===== config.mk =====
export PLATFORM = sky130hd
export DESIGN_NAME = psum_collector
export DESIGN_NICKNAME = d
export VERILOG_FILES = /design/src/rtl/psum_collector.sv
export SDC_FILE = /design/constraint.sdc
export NUM_CORES = 1
export LEC_CHECK = 0
export ABC_AREA = 1
export BUFFER_PORTS_ARGS = -buffer_cell sky130_fd_sc_hd__clkbuf_2
export CORE_UTILIZATION = 55
export DETAILED_ROUTE_END_ITERATION = 10
export GPL_TIMING_DRIVEN = 0
export PLACE_DENSITY_LB_ADDON = 0.1
export SETUP_SLACK_MARGIN = 0.15
export SYNTH_ARGS = -nofsm -noshare
export SYNTH_HDL_FRONTEND = slang
export SYNTH_SLANG_ARGS = --single-unit

===== constraint.sdc =====
create_clock -name clk -period 1.93 [get_ports clk]
set_input_delay 0 -clock clk [delete_from_list [all_inputs] [get_ports clk]]
set_output_delay 0 -clock clk [all_outputs]
set_load 0.01 [all_outputs]

===== src/rtl/psum_collector.sv =====
// Collects NUM_PASSES saturating partial sums per output value from a PE column and queues results in a FIFO.
// Optional: define PSUM_COLLECTOR_RELU_EN to rectify values (after saturation) as they are pushed.
module psum_collector #(
    parameter int BITWIDTH        = 16,
    parameter int NUM_PASSES      = 3,
    parameter int FIFO_ADDR_WIDTH = 2,
    localparam int CNT_W          = $clog2(NUM_PASSES + 1)
) (
    input  logic                clk,
    input  logic                rstb,
    input  logic                pe_ready,
    input  logic [BITWIDTH-1:0] pe_psum,
    input  logic                clear,
    output logic                out_valid,
    input  logic                out_ready,
    output logic [BITWIDTH-1:0] out_data,
    output logic [CNT_W-1:0]    pass_cnt,
    output logic                sat_flag,
    output logic                drop_flag,
    output logic                state_dbg
);

    localparam int DEPTH = 1 << FIFO_ADDR_WIDTH;
    localparam logic [BITWIDTH-1:0] MAX_V = {1'b0, {(BITWIDTH-1){1'b1}}};
    localparam logic [BITWIDTH-1:0] MIN_V = {1'b1, {(BITWIDTH-1){1'b0}}};
    localparam logic [FIFO_ADDR_WIDTH:0] FULL_CNT = (FIFO_ADDR_WIDTH+1)'(DEPTH);

    typedef enum logic {S_IDLE = 1'b0, S_ACCUM = 1'b1} state_t;

    state_t                     state_q, state_d;
    logic                       ready_d_q;
    logic [BITWIDTH-1:0]        acc_q, acc_d;
    logic [CNT_W-1:0]           pass_cnt_q, pass_cnt_d;
    logic                       sat_q, sat_d;
    logic                       drop_q, drop_d;
    logic [BITWIDTH-1:0]        mem_q [DEPTH];
    logic [BITWIDTH-1:0]        mem_d [DEPTH];
    logic [FIFO_ADDR_WIDTH-1:0] wr_ptr_q, wr_ptr_d;
    logic [FIFO_ADDR_WIDTH-1:0] rd_ptr_q, rd_ptr_d;
    logic [FIFO_ADDR_WIDTH-1:0] rd_next;
    logic [FIFO_ADDR_WIDTH:0]   count_q, count_d;
    logic [BITWIDTH-1:0]        out_data_q, out_data_d;

    logic                capture;
    logic [BITWIDTH:0]   sum_wide;
    logic                ovf;
    logic [BITWIDTH-1:0] sum_sat;
    logic [BITWIDTH-1:0] push_val;
    logic                last_pass;
    logic                push_req;
    logic                push_ok;
    logic                pop;
    logic                full;

    // One extra bit of headroom: overflow shows up as the top two bits disagreeing.
    always_comb begin
        capture   = pe_ready & ~ready_d_q;
        sum_wide  = {acc_q[BITWIDTH-1], acc_q} + {pe_psum[BITWIDTH-1], pe_psum};
        ovf       = sum_wide[BITWIDTH] ^ sum_wide[BITWIDTH-1];
        sum_sat   = ovf ? (sum_wide[BITWIDTH] ? MIN_V : MAX_V) : sum_wide[BITWIDTH-1:0];
        last_pass = (int'(pass_cnt_q) + 1) == NUM_PASSES;
`ifdef PSUM_COLLECTOR_RELU_EN
        push_val  = sum_sat[BITWIDTH-1] ? '0 : sum_sat;
`else
        push_val  = sum_sat;
`endif
        push_req  = capture & ~clear & last_pass;
        pop       = out_ready & (count_q != '0);
        full      = (count_q == FULL_CNT);
        push_ok   = push_req & (~full | pop);
        rd_next   = rd_ptr_q + FIFO_ADDR_WIDTH'(1);
    end

    always_comb begin
        state_d    = state_q;
        acc_d      = acc_q;
        pass_cnt_d = pass_cnt_q;
        sat_d      = sat_q;
        drop_d     = drop_q;
        if (clear) begin
            state_d    = S_IDLE;
            acc_d      = '0;
            pass_cnt_d = '0;
        end else if (capture) begin
            if (ovf) sat_d = 1'b1;
            if (last_pass) begin
                state_d    = S_IDLE;
                acc_d      = '0;
                pass_cnt_d = '0;
            end else begin
                state_d    = S_ACCUM;
                acc_d      = sum_sat;
                pass_cnt_d = pass_cnt_q + CNT_W'(1);
            end
        end
        if (push_req && !push_ok) drop_d = 1'b1;
    end

    // out_data holds the registered head, so it must look one entry ahead on a pop.
    always_comb begin
        mem_d      = mem_q;
        wr_ptr_d   = wr_ptr_q;
        rd_ptr_d   = rd_ptr_q;
        count_d    = count_q;
        out_data_d = out_data_q;
        if (push_ok) begin
            mem_d[wr_ptr_q] = push_val;
            wr_ptr_d        = wr_ptr_q + FIFO_ADDR_WIDTH'(1);
        end
        if (pop) rd_ptr_d = rd_next;
        case ({push_ok, pop})
            2'b10:   count_d = count_q + (FIFO_ADDR_WIDTH+1)'(1);
            2'b01:   count_d = count_q - (FIFO_ADDR_WIDTH+1)'(1);
            default: count_d = count_q;
        endcase
        if (pop) begin
            if (count_q > (FIFO_ADDR_WIDTH+1)'(1)) out_data_d = mem_q[rd_next];
            else if (push_ok)                      out_data_d = push_val;
        end else if (push_ok && count_q == '0) begin
            out_data_d = push_val;
        end
    end

    always_ff @(posedge clk or negedge rstb) begin
        if (!rstb) begin
            state_q    <= S_IDLE;
            ready_d_q  <= 1'b0;
            acc_q      <= '0;
            pass_cnt_q <= '0;
            sat_q      <= 1'b0;
            drop_q     <= 1'b0;
            for (int i = 0; i < DEPTH; i++) mem_q[i] <= '0;
            wr_ptr_q   <= '0;
            rd_ptr_q   <= '0;
            count_q    <= '0;
            out_data_q <= '0;
        end else begin
            state_q    <= state_d;
            ready_d_q  <= pe_ready;
            acc_q      <= acc_d;
            pass_cnt_q <= pass_cnt_d;
            sat_q      <= sat_d;
            drop_q     <= drop_d;
            mem_q      <= mem_d;
            wr_ptr_q   <= wr_ptr_d;
            rd_ptr_q   <= rd_ptr_d;
            count_q    <= count_d;
            out_data_q <= out_data_d;
        end
    end

    assign out_valid = (count_q != '0);
    assign out_data  = out_data_q;
    assign pass_cnt  = pass_cnt_q;
    assign sat_flag  = sat_q;
    assign drop_flag = drop_q;
    assign state_dbg = (state_q == S_ACCUM);

endmodule


Word level (Yosys, flattened, before mapping) --
Index checks and enable logic that the tools add are counted.
Word-level totals: register bits after elaboration 109, word-level logic and storage cells 75, bits of input ports 21, output and inout port bits 22
Cells by class: mux-type cells 22, reduce and logical (&&, ||, !) cells 11, add/subtract/negate cells 7, $lt $le $gt $ge 4, eq/ne operators 5, bitwise operators 12
Operator list (count):
- 16-bit 2-to-1 mux | 12
- 64-bit bitwise mux | 1
- 16-bit binary-select mux with 2-bit select | 1
- 16-bit demux with 2-bit select | 1
- 16-bit by 16-bit adder with 17-bit output | 1
- 2-bit by 1-bit adder with 2-bit output (second input constant) | 3
- 3-bit greater-or-equal comparator (second input constant) | 2
- 2-bit 2-to-1 mux | 3
- 2-bit NOT with 3-bit output | 2
- 3-bit one-hot mux with 2 select lines | 1
- 2-bit nonzero test | 3
- 1-bit AND | 5
- 2-bit by 1-bit adder with 3-bit output (second input constant) | 1
- 3-bit by 1-bit adder with 3-bit output (second input constant) | 1
- 3-bit by 2-bit == test with 1-bit output (second input constant) | 1
- 3-bit == test (second input constant) | 1
- 3-bit by 1-bit greater-than comparator with 1-bit output (second input constant) | 1
- 1-bit logical AND | 3
- 3-bit logical NOT | 1
- 3-bit by 1-bit < comparator with 1-bit output (second input constant) | 1
- 1-bit 2-to-1 mux | 3
- 3-bit by 2-bit inequality test with 1-bit output (second input constant) | 1
- 1-bit NOT | 3
- 3-bit AND reduction | 1
- other kinds (8) | 8

Depth between registers and ports, before layout --
depth after elaboration 8, gate-level depth with buffers 18, gate-level depth less buffers 17

Worst setup path before layout --
Ideal clock, no wire load.
path kind flip-flop to flip-flop, start reg acc_q[0], end reg out_data_q[14] (netlist: out_data[14]), path buffers 1, slack -0.153 ns, cell stages (with the launch flop) 19, required time 1.813 ns, period minus slack after synthesis 2.083 ns, arrival time 1.967 ns, library setup time 0.117 ns, cell sequence dfrtp_1 -> ha_1 -> inv_1 -> fa_1 -> inv_1 -> nand2_1 -> nand2_1 -> nand3_1 -> nand2_2 -> nand2_2 -> nand2_1 -> nand2_1 -> nand2_2 -> nand2_4 -> buf_8 -> nand2_4 -> nand3_1 -> nand2_1 -> nand2_1
On the way: longest elaborated chain between the ends 6
Ends and longest elaborated chain:
- start: declaration | RTL line 32 | logic [BITWIDTH-1:0] acc_q, acc_d;
- start signal: assignment | RTL line 128 | acc_q <= '0;
- start signal: assignment | RTL line 140 | acc_q <= acc_d;
- 16-bit by 16-bit adder with 17-bit output * | RTL line 58 | sum_wide = {acc_q[BITWIDTH-1], acc_q} + {pe_psum[BITWIDTH-1], pe_psum};
- 16-bit 2-to-1 mux or 1-bit XOR (tied branches) | RTL line 60, 59
- 16-bit 2-to-1 mux * | RTL line 60 | sum_sat = ovf ? (sum_wide[BITWIDTH] ? MIN_V : MAX_V) : sum_wide[BITWIDTH-1:0];
- 16-bit 2-to-1 mux | RTL line 118 | else if (push_ok) out_data_d = push_val;
- 16-bit 2-to-1 mux | RTL line 117 | if (count_q > (FIFO_ADDR_WIDTH+1)'(1)) out_data_d = mem_q[rd_next];
- 16-bit 2-to-1 mux * | RTL line 116 | if (pop) begin
- end signal: assignment | RTL line 148 | out_data_q <= out_data_d;
- end: declaration | RTL line 42 | logic [BITWIDTH-1:0] out_data_q, out_data_d;
Mark *: on every way between the ends. The rest lies on a longest branch, timed or not. The select of a mux whose other input is x is not followed. A chain may end at the register's enable or synchronous reset.

Worst setup path in the final report --
start reg acc_q[0], end reg out_data_q[11] (netlist: out_data[11])
Same word-level chain as after synthesis.

==> impl_metrics.json <==
{
  "die_x_um": 107,
  "crit_path_start_kind": "flip-flop",
  "drt_first_pass_iters": 7,
  "postSynthCellCount": 800,
  "synth_seq_cells": 109,
  "r2r_end": "out_data[11]",
  "synth_area_leader_cell": "dfrtp_1",
  "critPathRequiredTime_ns": 2.20,
  "cts-root-buf": "clkbuf_8",
  "finClkSkew_ns": 0.0111,
  "grt_antenna_before_repair": 0,
  "total_power_mw": 8.39,
  "power.density_nw_per_um2": 1090,
  "critPathArrivalTime_ns": 2.57,
  "p_leak_nw": 4.09,
  "io_buffers": 42,
  "cp_max_fo": 6,
  "r2r-start": "acc_q[0]",
  "numCtsBuffers": 9,
  "cts_tree": "done",
  "fin_cells": 1021,
  "layout_min_cycle_time_ns": 2.30,
  "synth_top_cell_area_share": 0.447,
  "antenna_left": 0,
  "yosysSeqAreaShare": 0.447,
  "setup_viol": 97,
  "die_h_um": 107,
  "rsz0062_at_grt": "true",
  "drive_gt1_frac": 0.271,
  "viasPerCell": 5.53,
  "placed_cells": 982,
  "synth_edf_count": 0,
  "failed_checks": "setup timing",
  "maxCapViolCount": 0,
  "syn_area_per_cell_sq_um": 7.62,
  "ys_warn_count": 0,
  "clk_pin_slew_ns": 0.10,
  "max_freq_ghz": 0.436,
  "fin_nets": 925,
  "ff2ff_path_depth": 18,
  "num_vias": 5647,
  "routedWlPerCell_um": 16.3,
  "relSlewSlack": 0.396,
  "min_path_type": "in -> reg",
  "finalCoreUtilization": 0.711,
  "row_count": 38,
  "dp_hpwl_um": 11100,
  "die-area_sq_um": 11500,
  "grt_max_degree": 110,
  "grt_pass1_wl_um": 25800,
  "drc_errors": 0,
  "h-tree-depth": 3,
  "cts_buffer_depth": 2,
  "syn-cell-area_sq_um": 6100,
  "hold_end": "pass_cnt[1]",
  "wl_um": 16600,
  "grtUsageTotal": 0.295,
  "mostFrequentLayoutCells": "nand2_1, dfrtp_1, nand2_2",
  "ys.flop_type": "dfrtp_1",
  "drt-initial-drc-count": 447,
  "diodes": 0,
  "syn_nets": 847,
  "final_common_cell": "nand2_1",
  "min_path_cells": 5,
  "final-hold-violation-count": 0,
  "timing.final.crit_share": 1.19,
  "vdd_drop_max_mv": 0.852,
  "clk_latency_ns": 0.39,
  "end_kind": "flip-flop",
  "status": "finished, violations left",
  "place_area_sq_um": 6570,
  "grt_pass1_vias": 5412,
  "setup_slack_ns": -0.366,
  "yosysUniqueCellTypes": 37,
  "place_ws_ns": -0.438,
  "area.growth.synth_to_final_pct": 26.4,
  "async_flop_share": 1.00,
  "start_util": 0.563,
  "clock_sinks": 109,
  "core_area_sq_um": 10800,
  "grt-ovfl-total": 0,
  "r2r_slack_ns": -0.37,
  "crit_type": "reg -> reg",
  "holdWs_ns": 0.0301,
  "io_pins": 43,
  "slew_violations": 0,
  "synth.area.top_cells": "dfrtp_1, nand2_1, ha_1",
  "max_slew.worst_pin.slew_ns": 0.906,
  "routabilityCongestion": 0.882,
  "hold_start": "pe_ready",
  "fin_area_sq_um": 7710,
  "fin_setup_tns_ns": -28.99
}
per-layer routing:
metal | track usage | share of wire | up-vias
met1 | 0.371 | 0.41 | 2720
li1 | - | - | 2682
met2 | 0.510 | 0.51 | 208
met5 | 0 | 0.0013 | -
met4 | 0.0900 | 0.025 | 2
met3 | 0.0593 | 0.053 | 35
layout make-up:
| type | count | area [sq um] |
|---|---|---|
| Inverter | 57 | 214 |
| Sequential cell | 109 | 2730 |
| Fill cell | 868 | 3130 |
| Tap cell | 140 | 175 |
| Timing Repair Buffer | 67 | 495 |
| Clock inverter | 4 | 97.6 |
| Multi-Input combinational cell | 609 | 3670 |
| Buffer | 25 | 195 |
| Clock buffer | 10 | 138 |
Yosys cell counts (all sizes together) (2+ instances only):
master  count
nand2     426
dfrtp     109
o21bai      2
buf        14
nor2       20
clkbuf     11
a221oi     15
nand4       2
inv        55
xnor2       2
xor2       11
nor3        5
o21ai      19
nand3      30
a21oi      42
o31ai       2
clkinv      2
ha         25
and2        2
state kept, by name (all words and copies together) (netlist names):
name and count:
acc_q 16, count_q 3, drop_flag 1, mem_q 64
out_data 16, pass_cnt 2, rd_ptr_q 2, ready_d_q 1
sat_flag 1, state_dbg 1, wr_ptr_q 2
report_power, final:
part           switching, mW  internal (mW)  leakage (nW)  total (mW)
combinational           2.45           1.43          2.52        3.88
clock                  0.773          0.883         0.114        1.66
sequential             0.231           2.63          1.45        2.86
total                   3.45           4.94          4.09        8.39
worst max path at each step:
stage | endpoint | slack, ns | from
2_1_floorplan | out_data[14] | -0.11 | acc_q[0]
3_3_place_gp | mem_q[17] | -0.62 | rstb
3_5_place_dp | out_data[11] | -0.44 | count_q[0]
4_1_cts | acc_q[12] | -0.30 | acc_q[0]
5_1_grt | out_data[11] | -0.49 | acc_q[14]
6_report | out_data[11] | -0.37 | acc_q[0]
critical path, stage by stage (launching register included):
cell and delay, ns:
dfrtp_1 0.38, ha_2 0.20, inv_2 0.04, fa_2 0.34
inv_2 0.06, nand2_2 0.05, nand2_2 0.08, nand3_2 0.07
nand2_2 0.09, nand2_2 0.07, nand2_2 0.07, nand2_2 0.06
nand2_4 0.07, nand2_4 0.10, buf_12 0.17, nand2_4 0.07
nand3_1 0.09, nand2_1 0.09, nand2_1 0.05
timing repair:
| item | CTS | global route |
|---|---|---|
| gates resized for setup | 80 | 67 |
| pin swaps | 17 | 17 |
| buffers inserted | 8 | 10 |
| endpoints found under the hold margin | 123 | 0 |
| hold buffers | 4 | 0 |
| cloned | 1 | 2 |
| setup endpoints to repair | 99 | 99 |
cell families after synthesis:
| family | Yosys count | share of synthesized area |
|---|---|---|
| buffers and inverters | 82 | 0.0566 |
| XOR/XNOR | 13 | 0.0187 |
| AND/OR/NAND/NOR | 487 | 0.341 |
| flip-flops | 109 | 0.447 |
| adder cells (fa/ha/maj) | 26 | 0.0546 |
| AO/OA/AOI/OAI | 83 | 0.0818 |
(Power assumes the default switching activity.)
